===== config.mk =====
export PLATFORM = sky130hd
export DESIGN_NAME = arb_bus_mux_flat
export DESIGN_NICKNAME = d
export VERILOG_FILES = /design/src/rtl/arb_bus_mux_if.sv /design/src/rtl/arb_bus_mux.sv /design/src/flat_wrapper.sv
export SDC_FILE = /design/constraint.sdc
export NUM_CORES = 1
export LEC_CHECK = 0
export CORE_AREA = 2 2 109 111
export CTS_BUF_LIST = sky130_fd_sc_hd__clkbuf_4 sky130_fd_sc_hd__clkbuf_8
export DETAILED_ROUTE_END_ITERATION = 12
export DIE_AREA = 0 0 111 113
export GPL_TIMING_DRIVEN = 0
export PLACE_DENSITY = 0.77
export SETUP_SLACK_MARGIN = 0.5
export SLEW_MARGIN = 20
export SYNTH_ARGS = -nofsm -noshare
export SYNTH_HDL_FRONTEND = slang
export SYNTH_SLANG_ARGS = --single-unit
export TNS_END_PERCENT = 30

===== constraint.sdc =====
create_clock -name clk -period 3.52 [get_ports clk]
set_input_delay 0.704 -clock clk [delete_from_list [all_inputs] [get_ports clk]]
set_output_delay 0.704 -clock clk [all_outputs]
set_load 0.05 [all_outputs]

===== src/rtl/arb_bus_mux_if.sv =====
// Bus bundle between the four burst masters, the arbiter grant and the shared slave port.
// Latency: none (wires only).
// Backpressure: carried by s_ready and mirrored back to the owning master as m_ready.
// Ports: grant/m_* come from the masters and arbiter; s_* form the shared slave port;
//        owner/bus_busy/grant_err are status. Modport slave is the mux side, master the driver side.
interface arb_bus_mux_if #(
  parameter int ADDR_W = 16,
  parameter int DATA_W = 32,
  parameter int LEN_W  = 3
) ();
  logic [3:0]          grant;
  logic [3:0]          m_valid;
  logic [4*ADDR_W-1:0] m_addr;
  logic [4*DATA_W-1:0] m_wdata;
  logic [4*LEN_W-1:0]  m_len;
  logic [3:0]          m_ready;
  logic [3:0]          m_done;
  logic                s_valid;
  logic [ADDR_W-1:0]   s_addr;
  logic [DATA_W-1:0]   s_wdata;
  logic                s_last;
  logic                s_ready;
  logic [1:0]          owner;
  logic                bus_busy;
  logic                grant_err;

  modport slave (
    input  grant, m_valid, m_addr, m_wdata, m_len, s_ready,
    output m_ready, m_done, s_valid, s_addr, s_wdata, s_last, owner, bus_busy, grant_err
  );

  modport master (
    output grant, m_valid, m_addr, m_wdata, m_len, s_ready,
    input  m_ready, m_done, s_valid, s_addr, s_wdata, s_last, owner, bus_busy, grant_err
  );
endinterface


===== src/rtl/arb_bus_mux.sv =====
// Locks the shared slave bus to the granted master for a whole burst and muxes its beats out.
// Latency: grant sampled at edge N gives the first s_valid in cycle N+1; one RELEASE cycle after the last beat.
// Backpressure: s_ready stalls the beat counter and is mirrored to the owner's m_ready; owner m_valid low stalls too.
// Ports: clk, rst_an (async active-low), bus (arb_bus_mux_if.slave).
module arb_bus_mux #(
  parameter int ADDR_W = 16,
  parameter int DATA_W = 32,
  parameter int LEN_W  = 3
) (
  input  logic         clk,
  input  logic         rst_an,
  arb_bus_mux_if.slave bus
);

  localparam logic [1:0] ST_IDLE    = 2'd0;
  localparam logic [1:0] ST_BURST   = 2'd1;
  localparam logic [1:0] ST_RELEASE = 2'd2;

  logic [1:0]        state_q, state_d;
  logic [1:0]        owner_q, owner_d;
  logic [ADDR_W-1:0] base_q,  base_d;
  logic [LEN_W-1:0]  rem_q,   rem_d;
  logic [LEN_W-1:0]  beat_q,  beat_d;
  logic              gerr_q,  gerr_d;

  // Grant decode: index of the (last) set bit plus a population count.
  logic [1:0]        gnt_idx;
  logic [2:0]        gnt_cnt;
  logic              gnt_valid;
  logic [ADDR_W-1:0] gnt_addr;
  logic [LEN_W-1:0]  gnt_len;

  always_comb begin
    gnt_idx = 2'd0;
    gnt_cnt = 3'd0;
    for (int i = 0; i < 4; i++) begin
      if (bus.grant[i]) begin
        gnt_idx = 2'(i);
        gnt_cnt = gnt_cnt + 3'd1;
      end
    end
  end

  // Constant-index muxes keep the part-selects static.
  logic              own_valid;
  logic [DATA_W-1:0] own_wdata;

  always_comb begin
    gnt_valid = 1'b0;
    gnt_addr  = '0;
    gnt_len   = '0;
    own_valid = 1'b0;
    own_wdata = '0;
    for (int i = 0; i < 4; i++) begin
      if (gnt_idx == 2'(i)) begin
        gnt_valid = bus.m_valid[i];
        gnt_addr  = bus.m_addr[i*ADDR_W +: ADDR_W];
        gnt_len   = bus.m_len[i*LEN_W +: LEN_W];
      end
      if (owner_q == 2'(i)) begin
        own_valid = bus.m_valid[i];
        own_wdata = bus.m_wdata[i*DATA_W +: DATA_W];
      end
    end
  end

  logic in_burst, in_rel, s_valid_w, xfer;
  assign in_burst  = (state_q == ST_BURST);
  assign in_rel    = (state_q == ST_RELEASE);
  assign s_valid_w = in_burst & own_valid;
  assign xfer      = s_valid_w & bus.s_ready;

  always_comb begin
    state_d = state_q;
    owner_d = owner_q;
    base_d  = base_q;
    rem_d   = rem_q;
    beat_d  = beat_q;
    gerr_d  = 1'b0;
    case (state_q)
      ST_IDLE: begin
        if (gnt_cnt == 3'd1 && gnt_valid) begin
          state_d = ST_BURST;
          owner_d = gnt_idx;
          base_d  = gnt_addr;
          rem_d   = gnt_len;
          beat_d  = '0;
        end else if (gnt_cnt > 3'd1) begin
          gerr_d = 1'b1;
        end
      end
      ST_BURST: begin
        // Grant is deliberately ignored here: ownership holds until RELEASE.
        if (xfer) begin
          if (rem_q == '0) begin
            state_d = ST_RELEASE;
          end else begin
            rem_d  = rem_q - 1'b1;
            beat_d = beat_q + 1'b1;
          end
        end
      end
      ST_RELEASE: begin
        state_d = ST_IDLE;
        owner_d = 2'd0;
      end
      default: begin
        state_d = ST_IDLE;
        owner_d = 2'd0;
      end
    endcase
  end

  always_ff @(posedge clk or negedge rst_an) begin
    if (!rst_an) begin
      state_q <= ST_IDLE;
      owner_q <= 2'd0;
      base_q  <= '0;
      rem_q   <= '0;
      beat_q  <= '0;
      gerr_q  <= 1'b0;
    end else begin
      state_q <= state_d;
      owner_q <= owner_d;
      base_q  <= base_d;
      rem_q   <= rem_d;
      beat_q  <= beat_d;
      gerr_q  <= gerr_d;
    end
  end

  logic [3:0] m_ready_w, m_done_w;
  always_comb begin
    m_ready_w = '0;
    m_done_w  = '0;
    m_ready_w[owner_q] = in_burst & bus.s_ready;
    m_done_w[owner_q]  = in_rel;
  end

  // Beat address wraps naturally at 2^ADDR_W through the truncating add.
  assign bus.s_valid   = s_valid_w;
  assign bus.s_addr    = in_burst ? (base_q + {{(ADDR_W-LEN_W){1'b0}}, beat_q}) : '0;
  assign bus.s_wdata   = in_burst ? own_wdata : '0;
  assign bus.s_last    = in_burst & (rem_q == '0);
  assign bus.m_ready   = m_ready_w;
  assign bus.m_done    = m_done_w;
  assign bus.owner     = owner_q;
  assign bus.bus_busy  = in_burst | in_rel;
  assign bus.grant_err = gerr_q;

endmodule


===== src/flat_wrapper.sv =====
// flat-port wrapper written by rule: the top's interface ports become plain ports
module arb_bus_mux_flat 
#(
  parameter int ADDR_W = 16,
  parameter int DATA_W = 32,
  parameter int LEN_W  = 3
)
  (clk, rst_an, bus_grant, bus_m_valid, bus_m_addr, bus_m_wdata, bus_m_len, bus_s_ready, bus_m_ready, bus_m_done, bus_s_valid, bus_s_addr, bus_s_wdata, bus_s_last, bus_owner, bus_bus_busy, bus_grant_err);
  arb_bus_mux_if #(.ADDR_W(ADDR_W), .DATA_W(DATA_W), .LEN_W(LEN_W)) bus_i ();
  input  logic clk;
  input  logic rst_an;
  input wire logic [$bits(bus_i.grant)-1:0] bus_grant;
  input wire logic [$bits(bus_i.m_valid)-1:0] bus_m_valid;
  input wire logic [$bits(bus_i.m_addr)-1:0] bus_m_addr;
  input wire logic [$bits(bus_i.m_wdata)-1:0] bus_m_wdata;
  input wire logic [$bits(bus_i.m_len)-1:0] bus_m_len;
  input wire logic [$bits(bus_i.s_ready)-1:0] bus_s_ready;
  output wire logic [$bits(bus_i.m_ready)-1:0] bus_m_ready;
  output wire logic [$bits(bus_i.m_done)-1:0] bus_m_done;
  output wire logic [$bits(bus_i.s_valid)-1:0] bus_s_valid;
  output wire logic [$bits(bus_i.s_addr)-1:0] bus_s_addr;
  output wire logic [$bits(bus_i.s_wdata)-1:0] bus_s_wdata;
  output wire logic [$bits(bus_i.s_last)-1:0] bus_s_last;
  output wire logic [$bits(bus_i.owner)-1:0] bus_owner;
  output wire logic [$bits(bus_i.bus_busy)-1:0] bus_bus_busy;
  output wire logic [$bits(bus_i.grant_err)-1:0] bus_grant_err;
  assign bus_i.grant = bus_grant;
  assign bus_i.m_valid = bus_m_valid;
  assign bus_i.m_addr = bus_m_addr;
  assign bus_i.m_wdata = bus_m_wdata;
  assign bus_i.m_len = bus_m_len;
  assign bus_i.s_ready = bus_s_ready;
  assign bus_m_ready = bus_i.m_ready;
  assign bus_m_done = bus_i.m_done;
  assign bus_s_valid = bus_i.s_valid;
  assign bus_s_addr = bus_i.s_addr;
  assign bus_s_wdata = bus_i.s_wdata;
  assign bus_s_last = bus_i.s_last;
  assign bus_owner = bus_i.owner;
  assign bus_bus_busy = bus_i.bus_busy;
  assign bus_grant_err = bus_i.grant_err;
  arb_bus_mux #(.ADDR_W(ADDR_W), .DATA_W(DATA_W), .LEN_W(LEN_W)) u_core (.clk(clk), .rst_an(rst_an), .bus(bus_i));
endmodule

# [Word level (Yosys, flattened, before mapping)]
# Index checks and enable logic that the tools add are counted.
[totals] word_cells=95 reg_bits=27 out_inout_bits=62 input_bits=215
[classes] n_lt_le_gt_ge=3 n_reduce_logical=11 eq_ne=13 n_bitwise=8 add_sub_neg=6 muxes=48
[ops] cell="$mux 32" n=5
[ops] cell="$mux 16" n=5
[ops] cell="$mux 3" n=13
[ops] cell="$add 16x3->16" n=1
[ops] cell="$mux 1" n=14
[ops] cell="$mux 2" n=6
[ops] cell="$pmux 3 s2" n=2
[ops] cell="$eq 2x2->1 const B" n=5
[ops] cell="$add 3x1->3 const B" n=3
[ops] cell="$and 4x4->4" n=2
[ops] cell="$pmux 2 s2" n=2
[ops] cell="$eq 2x1->1 const B" n=3
[ops] cell="$logic_not 2->1" n=3
[ops] cell="$ne 2x2->1 const B" n=3
[ops] cell="$and 1x1->1" n=4
[ops] cell="$reduce_and 2->1" n=2
[ops] cell="$reduce_and 4->1" n=1
[ops] cell="$eq 3x1->1 const B" n=1
[ops] cell="$gt 3x1->1 const B" n=1
[ops] cell="$logic_not 3->1" n=1
[ops] cell="$lt 2x3->1 const B" n=1
[ops] cell="$reduce_and 3->1" n=1
[ops] cell="$sub 3x1->3 const B" n=1
[ops] cell="$add 1x1->2 const B" n=1
[ops] cell="other kinds (7)" n=8

# [Depth between registers and ports, before layout]
[logic_depth] depth_word=11 depth_mapped=15 mapped_depth_nobuf=12

# [Least setup slack after synthesis]
# Ideal clock, no wire load.
[synth_path] path_kind="input port to flip-flop" startpoint="input port bus_grant[1]" endpoint="register u_core.beat_q[0]" path_stages=14 slack_ns=0.083 setup_ns=0.128 arrival_time_ns=3.309 path_buffers=3 required_ns=3.392 path_cell_list="buf_2 > buf_2 > inv_1 > ha_1 > nand2b_1 > nand2_1 > ha_1 > nand2_1 > xnor2_1 > o211ai_1 > or2_1 > buf_6 > a21oi_2 > mux2_1"
[synth_between] elab_chain_cells=11 word_cells_on_any_way=20 classes_between="2 x add/sub; 5 x eq/ne; 10 x mux; 3 x reduce/logical"
[synth_rtl] element="start: declaration" line="flat_wrapper.sv:12" text="input wire logic [$bits(bus_i.grant)-1:0] bus_grant;"
[synth_rtl] element="parallel branches: the longest is 8 deep, another holds $add 3x1->3"
[synth_rtl] element="$logic_and 1x1->1 *" line="arb_bus_mux.sv:82" text="if (gnt_cnt == 3'd1 && gnt_valid) begin"
[synth_rtl] element="$ne 2x1->1 (no source line) *"
[synth_rtl] element="$reduce_and 4->1 (no source line) *"
[synth_rtl] element="end signal: assignment" line="arb_bus_mux.sv:127" text="beat_q <= beat_d;"
[synth_rtl] element="end: declaration" line="arb_bus_mux.sv:23" text="logic [LEN_W-1:0] beat_q, beat_d;"
# Mark *: on every way between the ends.
# A chain may end at the register's enable or synchronous reset.

# [Worst setup path after layout]
[layout_path] startpoint="register u_core.owner_q[1] (netlist: u_core.bus.owner[1])" endpoint="output port bus_m_done[0]"
[layout_between] elab_chain_cells=5 word_cells_on_any_way=6 classes_between="2 x order compare; 2 x mux; 1 x bitwise; 1 x reduce/logical"
[layout_rtl] element="start: declaration" line="arb_bus_mux.sv:20" text="logic [1:0] owner_q, owner_d;"
[layout_rtl] element="start signal: assignment" line="arb_bus_mux.sv:124" text="owner_q <= owner_d;"
[layout_rtl] element="$lt 2x3->1 (implied by the code) or $ge 2x1->1 (tied branches)" line="arb_bus_mux.sv:137" text="m_done_w[owner_q] = in_rel;"
[layout_rtl] element="$logic_and 1x1->1 (implied by the code)" line="arb_bus_mux.sv:137"
[layout_rtl] element="$mux 1 (implied by the code)" line="arb_bus_mux.sv:137"
[layout_rtl] element="$demux 1 s2 *"
[layout_rtl] element="$and 4x4->4 (no source line) *"
[layout_rtl] element="end: declaration" line="flat_wrapper.sv:19" text="output wire logic [$bits(bus_i.m_done)-1:0] bus_m_done;"
# Every way passes the cells marked *; elsewhere a longest branch is shown, timed or not.

==> flow_summary.json <==
{
  "start_util_pct": 30.4,
  "yosys_most_used_dff": "dfrtp_1",
  "setup-tns-final_ns": 0,
  "ctsRootBufferMaster": "clkbuf_8",
  "relSlewSlack_pct": 59.8,
  "max_freq_mhz": 326,
  "route.detailed.wl_per_inst_um": 18.1,
  "die_height_um": 113,
  "stdcell_area_um2": 6500,
  "core_um2": 11300,
  "slew_violations": 0,
  "die_w_um": 111,
  "rsz0062_at_grt": "yes",
  "clock_skew_ns": 0.00719,
  "yosysSeqAreaShare_pct": 19.7,
  "firstDrtPassIters": 6,
  "powerDensity_nw_per_um2": 618,
  "switching_power_uw": 2190,
  "numCtsBuffers": 3,
  "place.gp.congestion": 0.937,
  "final_common_cell": "clkdlybuf4s50_1",
  "clock_path_buffers": 2,
  "grt_pass1_wl_um": 23100,
  "hold_viol": 0,
  "combPwrFrac_pct": 80.6,
  "p_seq_share_pct": 14.9,
  "syn_to_final_growth_pct": 89.4,
  "layout_common_cells": "218 x clkdlybuf4s50_1, 61 x nor2_1, 55 x a21oi_1, 46 x and2_1, 33 x mux4_2",
  "clock-sinks": 27,
  "nets": 921,
  "yosys-top-cells-area": "mux4_2 22%, dfrtp_1 20%, and2_1 8.4%",
  "use_met2_pct": 44.0,
  "use_met3_pct": 3.43,
  "grt_pass1_vias": 4341,
  "drtIter0Drc": 282,
  "crit_fanout": 10,
  "cp.required_ns": 2.82,
  "p_int_uw": 1820,
  "wirelength_um": 15100,
  "setup_viol": 0,
  "ys_ff_latch": 27,
  "outcome": "completed",
  "cts_max_level": 1,
  "clkPwrFrac_pct": 4.5,
  "finalCritPeriodShare_pct": 87.3,
  "grt.total_usage_pct": 23.2,
  "drv_cap": 0,
  "tightestPinTransition_ns": 0.602,
  "clkTransAtPathRegs_ns": 0.09,
  "utilization_pct": 57.6,
  "grt.overflow.total": 0,
  "critPathArrivalTime_ns": 2.37,
  "antenna_cells": 0,
  "synth_cells": 402,
  "vias": 4126,
  "grt_max_degree": 28,
  "yosysWarnings": 0,
  "busiest_layer": "met2",
  "end_kind": "primary output",
  "power_leakage_uw": 0.00271,
  "swShare_pct": 54.5,
  "synthArstFlopShare_pct": 100,
  "ir_drop_uv": 361,
  "clk-insertion-delay-late_ns": 0.29,
  "hpwl_um": 12900,
  "hold_class": "input pin to async pin",
  "ant_nets": 0,
  "post_synth.cell_area_avg_um2": 8.53,
  "dieArea_um2": 12500,
  "cts_tree": "done",
  "netlist_area_um2": 3430,
  "whs_ns": 0.418,
  "path_class": "register to primary output",
  "syn-num-nets": 630,
  "fin_crit_ns": 3.07,
  "antenna_found_initial": 0,
  "hold_buffers": 0,
  "cp-start-kind": "register",
  "yosys.area.top_type_share_pct": 21.7,
  "io-pin-count": 277,
  "drt-vias-per-instance": 4.94,
  "synth_area_leader_cell": "mux4_2",
  "drive_gt1_share_pct": 17.2,
  "synth.distinct_cells": 39,
  "synth_edf_count": 0,
  "grtUsageMet1_pct": 26.8,
  "port_buffers": 275,
  "dpl_cell_area_um2": 6400,
  "drc": 0,
  "rows": 39
}
## cell type report
type | count | area (um2)
fillers | 1012 | 4780
repair buffers | 286 | 2740
multi-input cells | 330 | 2610
flip-flops and latches | 27 | 676
plain buffers | 31 | 194
well taps | 143 | 179
inverters | 14 | 52.6
clock buffers | 3 | 41.3
clock inverters | 1 | 5.00
## logic make-up (layout without fill, tap and decap cells)
| kind of cell | Yosys count | in the layout | share of synthesized area (%) |
|---|---|---|---|
| AOI/OAI and AO/OA | 76 | 76 | 12.0 |
| xor gates and xnor gates | 14 | 14 | 3.58 |
| adders and majority gates | 13 | 13 | 4.96 |
| buffers and inverters | 45 | 335 | 5.76 |
| DFF | 27 | 27 | 19.7 |
| muxes | 58 | 58 | 29.0 |
| and+or+nand+nor | 169 | 169 | 25.0 |
## synthesized netlist by cell type, drive strengths merged, types with 3 or more instances
cell type	count
inv	14
and2	47
nor3	4
nor2	62
a21oi	57
o21ai	12
xor2	7
ha	12
mux4	33
nand2	20
clkbuf	17
mux2i	24
nand3	9
o211ai	4
nand2b	3
xnor2	7
dfrtp	27
nor2b	13
buf	14
and3	3
## layer usage
metal | part of all wire (%) | vias up | wire length (um)
li1 | - | 1992 | -
met4 | 2.8 | 0 | 416
met2 | 52 | 194 | 7800
met5 | 0 | - | 0
met3 | 6.6 | 23 | 998
met1 | 39 | 1917 | 5900
## registers in the layout (all words and copies together) (netlist names)
signal,cells
u_core.base_q,16
u_core.beat_q,3
u_core.rem_q,3
u_core.bus.owner,2
u_core.state_q,2
u_core.bus.grant_err,1
## final timing paths
check | startpoint | to | slack [ns] | cells past startpoint
worst min-delay path | rst_an | u_core.beat_q[2] | 0.42 | 1
min in group clk | u_core.base_q[2] | u_core.base_q[2] | 0.56 | 2
worst max-delay path | u_core.bus.owner[1] | bus_m_done[0] | 0.45 | 5
worst max register to register | u_core.state_q[0] | u_core.beat_q[2] | 1.47 | 8
max in group asynchronous | rst_an | u_core.base_q[13] | 2.71 | 1
worst min register to register | u_core.base_q[2] | u_core.base_q[2] | 0.56 | 2
## what timing repair did
action	4_1_cts	5_1_grt
endpoints found under the setup margin	83	80
pin swaps	4	2
hold endpoints to repair	0	0
gates resized for setup	128	49
setup buffers	9	2
## worst max-delay path, stage by stage (launching register included)
cell             delay, ns
dfrtp_1               0.42
clkbuf_2              0.24
buf_2                 0.26
inv_1                 0.17
and3_1                0.18
clkdlybuf4s50_1       0.82
## power groups by stage
stage / Clock (uW) / Combinational, uW / Sequential, uW
floorplan: 0 / 2160 / 614
global placement: 0 / 3250 / 593
detailed placement: 0 / 3300 / 600
CTS: 183 / 3260 / 592
global route: 191 / 3430 / 616
finish: 182 / 3230 / 598
## per-stage QoR
| stage | setup slack, ns | std cells | total power, uW |
|---|---|---|---|
| after CTS | 0.334 | 833 | 4030 |
| after global placement | -0.445 | 820 | 3850 |
| final | 0.448 | 835 | 4010 |
| after global routing | 0.344 | 835 | 4240 |
| after detailed placement | -0.571 | 820 | 3900 |
| after floorplan | 0.484 | 402 | 2770 |
Note: power is estimated with default switching activity, not from simulation.
